$ cat src/rtl/cmd_rsp.sv
// cmd_rsp: UART command receiver that buffers a command up to TERM and answers AOK/ERR on TX.
module uart_rx #(
  parameter int DIV = 16
) (
  input  logic       clk,
  input  logic       rst_n,
  input  logic       rx,
  input  logic       clr_rdy,
  output logic [7:0] rx_data,
  output logic       rdy
);
  localparam int CW = $clog2(DIV);
  logic [1:0] sync;
  logic active;
  logic [CW-1:0] bcnt;
  logic [3:0] bit_n;
  logic [7:0] sh;
  // samples land mid-bit: half a bit after the start edge, then one bit apart
  always_ff @(posedge clk or negedge rst_n)
    if (!rst_n) begin
      sync <= 2'b11;
      active <= 1'b0;
      bcnt <= '0;
      bit_n <= '0;
      sh <= '0;
      rx_data <= '0;
      rdy <= 1'b0;
    end else begin
      sync <= {sync[0], rx};
      if (clr_rdy) rdy <= 1'b0;
      if (!active) begin
        if (!sync[1]) begin
          active <= 1'b1;
          bcnt <= CW'(DIV / 2 - 1);
          bit_n <= '0;
        end
      end else if (bcnt != '0) bcnt <= bcnt - 1'b1;
      else begin
        bcnt <= CW'(DIV - 1);
        bit_n <= bit_n + 1'b1;
        if (bit_n == 4'd0 && sync[1]) active <= 1'b0;
        else if (bit_n == 4'd9) begin
          active <= 1'b0;
          if (sync[1]) begin
            rdy <= 1'b1;
            rx_data <= sh;
          end
        end else if (bit_n != 4'd0) sh <= {sync[1], sh[7:1]};
      end
    end
endmodule

module uart_tx #(
  parameter int DIV = 16
) (
  input  logic       clk,
  input  logic       rst_n,
  input  logic       trmt,
  input  logic [7:0] tx_data,
  output logic       tx,
  output logic       tx_done
);
  localparam int CW = $clog2(DIV);
  logic [9:0] sh;
  logic active;
  logic [CW-1:0] bcnt;
  logic [3:0] bit_n;
  always_ff @(posedge clk or negedge rst_n)
    if (!rst_n) begin
      sh <= '1;
      active <= 1'b0;
      bcnt <= '0;
      bit_n <= '0;
      tx_done <= 1'b0;
    end else begin
      tx_done <= 1'b0;
      if (!active) begin
        if (trmt) begin
          sh <= {1'b1, tx_data, 1'b0};
          active <= 1'b1;
          bcnt <= CW'(DIV - 1);
          bit_n <= '0;
        end
      end else if (bcnt != '0) bcnt <= bcnt - 1'b1;
      else begin
        bcnt <= CW'(DIV - 1);
        sh <= {1'b1, sh[9:1]};
        bit_n <= bit_n + 1'b1;
        if (bit_n == 4'd9) begin
          active <= 1'b0;
          tx_done <= 1'b1;
        end
      end
    end
  assign tx = sh[0];
endmodule

module cmd_rsp #(
  parameter int BUF_DEPTH = 16,
  parameter logic [7:0] TERM = 8'h0D,
  parameter int BAUD_DIV = 16,
  localparam int LW = $clog2(BUF_DEPTH + 1),
  localparam int AW = $clog2(BUF_DEPTH)
) (
  input  logic          clk,
  input  logic          rst_n,
  input  logic          RX,
  output logic          TX,
  output logic          cmd_rdy,
  output logic [LW-1:0] cmd_len,
  input  logic [AW-1:0] rd_addr,
  output logic [7:0]    rd_data,
  output logic          busy
);
  typedef enum logic [1:0] {COLLECT, LOAD, SEND, WAIT} state_t;
  state_t state, nxt;
  logic [7:0] rx_data, tx_data;
  logic rx_rdy, trmt, tx_done;
  logic [LW-1:0] cnt;
  logic ovf;
  logic [3:0] ridx;
  logic [7:0] mem [BUF_DEPTH];
  logic got, is_term, accept, full;
  assign got = state == COLLECT && rx_rdy;
  assign is_term = rx_data == TERM;
  assign accept = cnt != '0 && !ovf;
  assign full = cnt == LW'(BUF_DEPTH);
  uart_rx #(.DIV(BAUD_DIV)) u_rx (
    .clk(clk), .rst_n(rst_n), .rx(RX), .clr_rdy(rx_rdy), .rx_data(rx_data), .rdy(rx_rdy)
  );
  uart_tx #(.DIV(BAUD_DIV)) u_tx (
    .clk(clk), .rst_n(rst_n), .trmt(trmt), .tx_data(tx_data), .tx(TX), .tx_done(tx_done)
  );
  always_ff @(posedge clk or negedge rst_n)
    if (!rst_n) state <= COLLECT;
    else state <= nxt;
  always_comb begin
    nxt = state;
    case (state)
      COLLECT: if (got && is_term) nxt = LOAD;
      LOAD: nxt = SEND;
      SEND: nxt = WAIT;
      WAIT: if (tx_done) nxt = (ridx == 4'd4 || ridx == 4'd9) ? COLLECT : LOAD;
      default: nxt = COLLECT;
    endcase
  end
  always_comb begin
    busy = state != COLLECT;
    trmt = state == SEND;
  end
  always_comb begin
    tx_data = 8'h0A;
    case (ridx)
      4'd0: tx_data = 8'h41;
      4'd1: tx_data = 8'h4F;
      4'd2: tx_data = 8'h4B;
      4'd5: tx_data = 8'h45;
      4'd6, 4'd7: tx_data = 8'h52;
      4'd3, 4'd8: tx_data = 8'h0D;
      default: tx_data = 8'h0A;
    endcase
  end
  always_ff @(posedge clk or negedge rst_n)
    if (!rst_n) begin
      cnt <= '0;
      ovf <= 1'b0;
      ridx <= '0;
      cmd_len <= '0;
      cmd_rdy <= 1'b0;
    end else begin
      cmd_rdy <= got && is_term && accept;
      if (got) begin
        if (is_term) begin
          cnt <= '0;
          ovf <= 1'b0;
          ridx <= accept ? 4'd0 : 4'd5;
          if (accept) cmd_len <= cnt;
        end else if (full) ovf <= 1'b1;
        else cnt <= cnt + 1'b1;
      end
      if (state == WAIT && tx_done) ridx <= ridx + 1'b1;
    end
  // buffer holds its contents across reset and between commands
  always_ff @(posedge clk)
    if (got && !is_term && !full) mem[cnt[AW-1:0]] <= rx_data;
  assign rd_data = mem[rd_addr];
endmodule

$ cat config.mk
export PLATFORM = sky130hd
export DESIGN_NAME = cmd_rsp
export DESIGN_NICKNAME = d
export VERILOG_FILES = /design/src/rtl/cmd_rsp.sv
export SDC_FILE = /design/constraint.sdc
export NUM_CORES = 1
export LEC_CHECK = 0
export CAP_MARGIN = 20
export CORE_MARGIN = 5
export CORE_UTILIZATION = 63
export CTS_CLUSTER_SIZE = 14
export DETAILED_ROUTE_END_ITERATION = 8
export GPL_ROUTABILITY_DRIVEN = 0
export PLACE_DENSITY = 0.9
export SLEW_MARGIN = 20
export SYNTH_ARGS = -nofsm -noshare
export SYNTH_HDL_FRONTEND = slang
export SYNTH_SLANG_ARGS = --single-unit
$ cat constraint.sdc
create_clock -name clk -period 4 [get_ports clk]
set_input_delay 0.8 -clock clk [delete_from_list [all_inputs] [get_ports clk]]
set_output_delay 0.8 -clock clk [all_outputs]
set_load 0.01 [all_outputs]
After elaboration in Yosys (flattened, before gate mapping)
Memory sizes are Yosys's and may differ from the RTL's. Index checks and enable logic that the tools add are counted. Widths: inputs -> output; s select.

ROM bits: 96. Input port bits: 7. Memory bits (writable): 128. Memories kept: 2. Register bits: 66. Logic and storage cells: 122. Output and inout port bits: 16.

Muxes and demuxes: 46. Equality and inequality tests: 15. Reductions and logical operators: 32. $add $sub $neg: 6. Bitwise operators: 3.

Memories: mem (depth 16, width 8, rd ports 1, clocked after memory_dff 0, wr ports 1, line 122) `logic [7:0] mem [BUF_DEPTH];`; (no name shown) (depth 16, width 6, rd ports 1, clocked after memory_dff 0, wr ports 0, line 153) `case (ridx)`.

Operators with widths (number): $mux 4 (15); $mux 10 (3); $mux 1 (22); $add 4x1->4 const B (3); $eq 4x4->1 const B (3); $reduce_and 2->1 (6); $reduce_bool 4->1 (3); $mux 5 (2); $reduce_and 5->1 (2); $reduce_bool 2->1 (5); $eq 8x4->1 const B (1); $logic_and 1x1->1 (8); $ne 2x2->1 const B (4); $pmux 2 s4 (1); $sub 4x1->4 const B (2); $add 5x1->5 const B (1); $eq 5x5->1 const B (1); $reduce_bool 5->1 (1); $eq 2x2->1 const B (2); $eq 4x3->1 const B (1); $logic_not 4->1 (1); $mux 2 (2); $ne 2x1->1 const B (2); $logic_not 1->1 (3); other kinds (6) (8).

Depth between registers and ports, before layout
Gate-level depths: netlist (run 1).

Depth in word-level cells: 6. Mapped depth: 8. Mapped depth without buffers: 6.

Hierarchy
From an unflattened synthesis (run 1), not the netlist that was laid out.

Cells, all modules: 521. Area, all modules: 8279.2 sq um.

By module, submodules not included: cmd_rsp (cells an instance 344, sequential area each 4294.1 sq um, area each 6139.6 sq um, instances 1); uart_rx (cells an instance 91, sequential area each 703.2 sq um, area each 1219.9 sq um, instances 1); uart_tx (cells an instance 86, sequential area each 486.7 sq um, area each 919.6 sq um, instances 1).

Worst setup path before layout (run 1)
OpenSTA, ideal clock, no wires.

Kind: input -> output. From: in rd_addr[0]. To: out rd_data[0]. Data required time: 3.200 ns. Arrival time: 2.129 ns. Path buffers: 2. Setup slack: 1.071 ns. Cell stages on the path: 5. Cell sequence: clkbuf_1 buf_2 mux4_2 a22oi_1 nand2_1.

Word-level cells in the longest chain between the ends: 1.

Ends and longest elaborated chain: start: declaration (line 111) `input logic [AW-1:0] rd_addr,`; $mem_v2 16x8; end: declaration (line 112) `output logic [7:0] rd_data,`.

No other way between the ends.

Final worst setup path (run 1)
From: in rd_addr[1]. To: out rd_data[6].

Same word-level chain as after synthesis.

==> results of run 1 <==
==> stage by stage <==
stage | area [um^2] | utilization, % | total power [mW] | instances
6_report | 9050 | 71.7 | 3.99 | 711
4_1_cts | 9050 | 71.7 | 4.01 | 711
2_1_floorplan | 8120 | - | 2.39 | 503
3_5_place_dp | 8510 | 67.5 | 2.47 | 680
3_3_place_gp | 8510 | 67.5 | 2.45 | 680
5_1_grt | 9050 | 71.7 | 4.14 | 711
==> cells in the final DEF (no fill, tap or decap), drive strengths merged, types with 6 or more instances in the layout <==
master,netlist,routed
clkbuf,14,21
clkinv,0,6
dfstp,11,11
a22oi,18,18
clkdlybuf4s50,0,20
and2,10,10
a21oi,11,11
mux2,26,26
nor2b,9,9
nand2,30,30
nor3,9,9
dfrtp,54,54
mux4,32,32
inv,21,21
edfxtp,128,128
ha,20,20
o21ai,16,16
and3,14,14
nor2,14,14
buf,8,7
==> logic make-up after synthesis <==
kind of cell,synth area share [%]
buffers and inverters,2.10
adder cells (fa/ha/maj),3.08
flip-flops,67.6
AND/OR/NAND/NOR,7.08
multiplexers,13.3
AO/OA/AOI/OAI,6.09
XOR/XNOR,0.755
==> flip-flops by register name, summed over array words and instances (netlist names) <==
name,flops
u_rx.sync,2
ovf,1
u_tx.tx_done,1
mem,128
u_rx.bit_n,4
u_tx.bcnt,4
cmd_rdy,1
u_tx.sh,9
u_rx.active,1
u_rx.rx_data,8
cmd_len,5
u_rx.bcnt,4
u_tx.bit_n,4
u_rx.sh,8
cnt,5
state,2
ridx,4
u_tx.active,1
u_rx.rdy,1
==> power groups by stage <==
stage | clock network (mW) | registers [mW] | logic (mW)
after floorplan | 0 | 2.24 | 0.158
after global placement | 0 | 2.25 | 0.199
after detailed placement | 0 | 2.25 | 0.218
after CTS | 1.58 | 2.21 | 0.219
after global routing | 1.67 | 2.22 | 0.243
final | 1.56 | 2.21 | 0.216
==> worst register-to-register path, stage by stage, from the launching register on <==
cell and delay [ps]:
dfrtp_1 730, nand4b_1 290, nor2_1 120, nor4_1 790
and2_1 530
==> area by class of cell <==
cell class                      instances  area share [%]
Inverter                               21           0.871
Clock buffer                           21            4.87
Clock inverter                         10            1.04
Multi-Input combinational cell        267            27.2
Timing Repair Buffer                   27            3.01
Tap cell                              172            2.38
Sequential cell                       193            60.6
==> routing by layer <==
| layer | GRT usage [%] | share of wire, % | vias to the layer above |
|---|---|---|---|
| met5 | 0 | 0 | - |
| met4 | 7.27 | 1.5 | 0 |
| met3 | 6.31 | 8.0 | 23 |
| met2 | 35.2 | 50 | 198 |
| met1 | 30.2 | 41 | 2253 |
| li1 | - | - | 1982 |
==> worst paths after layout <==
kind	startpoint	endpoint	slack [ps]
min	u_rx.sync[0]	u_rx.sync[1]	360
max	rd_addr[1]	rd_data[6]	470
min in group asynchronous	rst_n	u_rx.bit_n[1]	500
max reg2reg	u_rx.rx_data[1]	mem[11][0]	1180
min reg2reg	u_rx.sync[0]	u_rx.sync[1]	360
max in group asynchronous	rst_n	u_tx.sh[5]	2600
==> flow_summary.ini, run 1 <==
[worst_setup_path]
cpMaxStageDelayCell = clkdlybuf4s50_1
path_delay_family = buffers and inverters
crit_cells = 6
startpoint_type = input pin
cpMostUsedCell = clkdlybuf4s50_1
critPathArrivalTime_ps = 2730
cp-end-kind = primary output
path_class = input pin to primary output
reg2reg_depth = 4
cp_num_buf_inv = 3
cp_cell_sequence = clkdlybuf4s50_1 > buf_12 > mux4_2 > a22oi_1 > nand2_1 > clkdlybuf4s50_1
critPathRequiredTime_ps = 3200
cpPeakStageDelay_ps = 510
critPathMaxFanout = 32

[sta]
worst_slew_pin_slew_ps = 943
hold_viol = 0
final.setup.worst_slack_ps = 474
worst_hold_slack_ps = 357
fin_tns_setup_ps = 0
post-route-period-util_pct = 88.1
rsz0062_at_grt = no
relSlewSlack_pct = 36.5
max_freq_mhz = 284
slew_viol_final = 0
finalCriticalPeriod_ps = 3530
skew_ps = 10.9
setup_violations = 0

[global_routing]
track_usage_pct = 22.2
grt_pass1_wl_um = 24800
grt_max_degree = 41
grt_pass1_vias = 4627
overflow = 0
antenna_found_initial = 0

[yosys]
synthArstFlopShare_pct = 33.7
yosysMostFrequentCell = edfxtp_1
yosysTopAreaCell = edfxtp_1
synth_top_area_share_pct = 47.4
synth_edf_count = 128
synthFlopType = edfxtp_1
ys_seq_area_share_pct = 67.6
syn_avg_cell_area_um2 = 16.1
synth_top_cells_by_count = edfxtp_1 (128), dfrtp_1 (54), mux4_2 (32)
yosysWarningCount = 0
syn_nets = 530
synth.distinct_cells = 56
netlist_area_um2 = 8120
yosys-top-cells-area = edfxtp_1 (47%), dfrtp_1 (17%), mux4_2 (8.9%)
ys_ff_latch = 193
synthCells = 503

[detailed_routing]
viasPerCell = 6.27
routed_wl_um = 15200
antenna_left = 0
drc_errors = 0
routedWlPerCell_um = 21.4
vias = 4456
firstDrtPassIters = 7
drt_first_iter_violations = 385

[min_path]
hp-class = register to register
whs_path_depth = 0

[layout]
seq_area_um2 = 5480
nets = 554
syn_to_final_growth_pct = 11.5
fillCellCount = 787
num_antenna_cells = 0
drive_above_1_share_pct = 19.1
multiInputGateArea_um2 = 2460

[pwr]
pwr-share-clk_pct = 39.2
p_per_area_nw_per_um2 = 441
p_leak_nw = 3.58
p_sw_share_pct = 20.6
p_int_mw = 3.17
vdd_drop_max_v = 0.000403
combPwrFrac_pct = 5.4
p_seq_share_pct = 55.4
switchingPower_uw = 824

[placed_design]
dp_slack_ps = 475
hpwlAfterDp_um = 9620
io_buffers = 22

[die]
rows = 41
die_w_um = 124
die_area_um2 = 15300
ioPinCount = 23
initial_core_util_pct = 64.3
die_y_um = 124
coreArea_um2 = 12600

[cts]
clk_path_buf_depth = 2
path_clk_slew_ps = 60
cts_root_buf = clkbuf_16
post_cts_resize_count = 0
post_cts_buffers = 0
clk_latency_ps = 430
cts_hold_buf = 0
htreeDepth = 4
tritoncts = built
cts_sinks = 193
numCtsBuffers = 17

[status]
status = finished, final reports clean

[job]
cap_violations = 0
Power figures use the tool's default switching activity.
==> run 2, diff against run 1 <==
--- a/config.mk
+++ b/config.mk
@@ -15,4 +15,5 @@
 export SLEW_MARGIN = 20
 export SYNTH_ARGS = -nofsm -noshare
 export SYNTH_HDL_FRONTEND = slang
+export SYNTH_HIERARCHICAL = 1
 export SYNTH_SLANG_ARGS = --single-unit
==> run 2 against run 1 <==
Flip-flop and latch count unchanged. Critical path depth unchanged. Sequential power about the same. First-iteration DRC count up 22%. Critical path type unchanged.
==> flow_summary.ini, run 2 <==
[status]
status = finished, final reports clean

[worst_setup_path]
cp_cell_sequence = clkdlybuf4s50_1 > buf_12 > mux4_2 > a22oi_1 > nand2_1 > clkdlybuf4s50_1
startpoint_type = input pin
cpMaxStageDelayCell = clkdlybuf4s50_1
critPathRequiredTime_ps = 3200
path_class = input pin to primary output
cp-end-kind = primary output
critPathMaxFanout = 32
critPathArrivalTime_ps = 2830
cp_num_buf_inv = 3
cpMostUsedCell = clkdlybuf4s50_1
reg2reg_slack_ps = 1030
path_delay_family = buffers and inverters
cpPeakStageDelay_ps = 540

[detailed_routing]
drt_first_iter_violations = 469
routed_wl_um = 16000
firstDrtPassIters = 4
drc_errors = 0
vias = 4536
viasPerCell = 6.21
antenna_left = 0
routedWlPerCell_um = 21.9

[die]
initial_core_util_pct = 64.8
rows = 41
ioPinCount = 23
coreArea_um2 = 12800
die_y_um = 125
die_area_um2 = 15500
die_w_um = 125

[sta]
finalCriticalPeriod_ps = 3630
post-route-period-util_pct = 90.7
relSlewSlack_pct = 28.5
slew_viol_final = 0
worst_slew_pin_slew_ps = 1070
setup_violations = 0
rsz0062_at_grt = no
fin_tns_setup_ps = 0
skew_ps = 10.8
final.setup.worst_slack_ps = 371
max_freq_mhz = 276
hold_viol = 0

[placed_design]
dp_slack_ps = 456
io_buffers = 22
place_area_um2 = 8660
hpwlAfterDp_um = 10900

[pwr]
combPwrFrac_pct = 5.8
switchingPower_uw = 910
p_int_mw = 3.21
vdd_drop_max_v = 0.000281
p_seq_share_pct = 53.8
p_per_area_nw_per_um2 = 445
p_leak_nw = 3.56
p_sw_share_pct = 22.1
pwr-share-clk_pct = 40.4

[yosys]
synth_edf_count = 128
ys_seq_area_share_pct = 66.2
yosysMostFrequentCell = edfxtp_1
synth_top_cells_by_count = edfxtp_1 (128), dfrtp_1 (54), mux4_2 (32)
yosysTopAreaCell = edfxtp_1
yosys-top-cells-area = edfxtp_1 (46%), dfrtp_1 (16%), mux4_2 (8.7%)
netlist_area_um2 = 8280
ys_ff_latch = 193
synthArstFlopShare_pct = 33.7
yosysWarningCount = 6
syn_avg_cell_area_um2 = 15.9
synthFlopType = edfxtp_1
synthCells = 521
synth_top_area_share_pct = 46.4
synth.distinct_cells = 59

[layout]
nets = 573
final_cell_mix = edfxtp_1 (128), dfrtp_1 (54), mux4_2 (32)
num_antenna_cells = 0
largest_reg_flops = 128
syn_to_final_growth_pct = 11.7
final_area_um2 = 9250
drive_above_1_share_pct = 21.0
final_common_cell = edfxtp_1

[cts]
htreeDepth = 4
cts_sinks = 193
cts_root_buf = clkbuf_16
post_cts_resize_count = 0
clk_path_buf_depth = 2
clk_latency_ps = 430
cts_hold_buf = 0
path_clk_slew_ps = 70
tritoncts = built
numCtsBuffers = 17
post_cts_buffers = 0

[job]
cap_violations = 0

[global_routing]
overflow = 0
grt_pass1_wl_um = 26000
track_usage_pct = 21.8
grt_pass1_vias = 4824
antenna_found_initial = 0
grt_max_degree = 47

[min_path]
hp-class = input pin to asynchronous set/reset pin
-- run 2: cell count changes after synthesis, moves of 3 or more --
cell / delta
a211o_1: +3
a21oi_1: +4
mux2i_1: +5
buf_6: +3
and2_1: -7
nand2_1: -5
nor2_1: +12
a211oi_1: +4
clkbuf_1: -5
nand3_1: +11
and3_1: -7
a22o_1: -3
nor3_1: +3
-- run 2: cells by family after synthesis --
group                      Yosys count  share of synthesized area [%]
AOI/OAI and AO/OA                   75                           6.11
xor gates and xnor gates             3                          0.317
adders and majority gates           21                           3.17
buffers and inverters               45                           2.52
DFF                                193                           66.2
muxes                               67                           13.5
other                                1                         0.0453
and+or+nand+nor                    116                           8.06
-- run 2: metal layers --
layer,vias up,part of all wire (%),track usage [%]
met5,-,0,0
met4,0,2.7,8.58
met3,32,4.8,4.50
met2,164,55,39.5
met1,2294,37,25.2
li1,2046,-,-
-- run 2: path summary, 6_finish.rpt --
kind / from / end / cells past startpoint
max: rd_addr[1] / rd_data[5] / 6
min: rst_n / u_rx/bcnt[1] / 1
max reg2reg: u_rx/rx_data[4] / mem[3][1] / 4
min reg2reg: u_rx/sync[0] / u_rx/sync[1] / 0
max in group asynchronous: rst_n / u_tx/sh[2] / 2
min in group clk: u_rx/sync[0] / u_rx/sync[1] / 0
-- run 2: through the flow --
step | hold slack [ps] | cells | util (%) | total power, mW
after global placement | 349 | 698 | 67.8 | 2.47
after detailed placement | 347 | 698 | 67.8 | 2.49
after floorplan | 345 | 522 | - | 2.42
final | 363 | 730 | 72.4 | 4.12
after global routing | 363 | 730 | 72.4 | 4.28
after CTS | 363 | 730 | 72.4 | 4.13
-- run 2: area by class of cell --
class / instances / area, um^2
Inverter: 21 / 78.8
Clock buffer: 18 / 429
Sequential cell: 193 / 5480
Clock inverter: 14 / 155
Timing Repair Buffer: 28 / 295
Multi-Input combinational cell: 284 / 2590
Fill cell: 749 / 3530
Tap cell: 172 / 215
-- run 2: power groups by stage --
stage | Combinational, mW | Sequential [mW] | Clock (mW)
detailed placement | 0.239 | 2.26 | 0
finish | 0.238 | 2.21 | 1.67
CTS | 0.241 | 2.22 | 1.68
floorplan | 0.185 | 2.23 | 0
global placement | 0.219 | 2.25 | 0
global route | 0.270 | 2.22 | 1.78
==> run 3, diff against run 2 <==
--- a/config.mk
+++ b/config.mk
@@ -5,6 +5,7 @@
 export SDC_FILE = /design/constraint.sdc
 export NUM_CORES = 1
 export LEC_CHECK = 0
+export ABC_CLOCK_PERIOD_IN_PS = 4000
 export CAP_MARGIN = 20
 export CORE_MARGIN = 5
 export CORE_UTILIZATION = 63
==> results of run 3 <==
The final DEF is identical to that of run 2; final timing and power are the same.
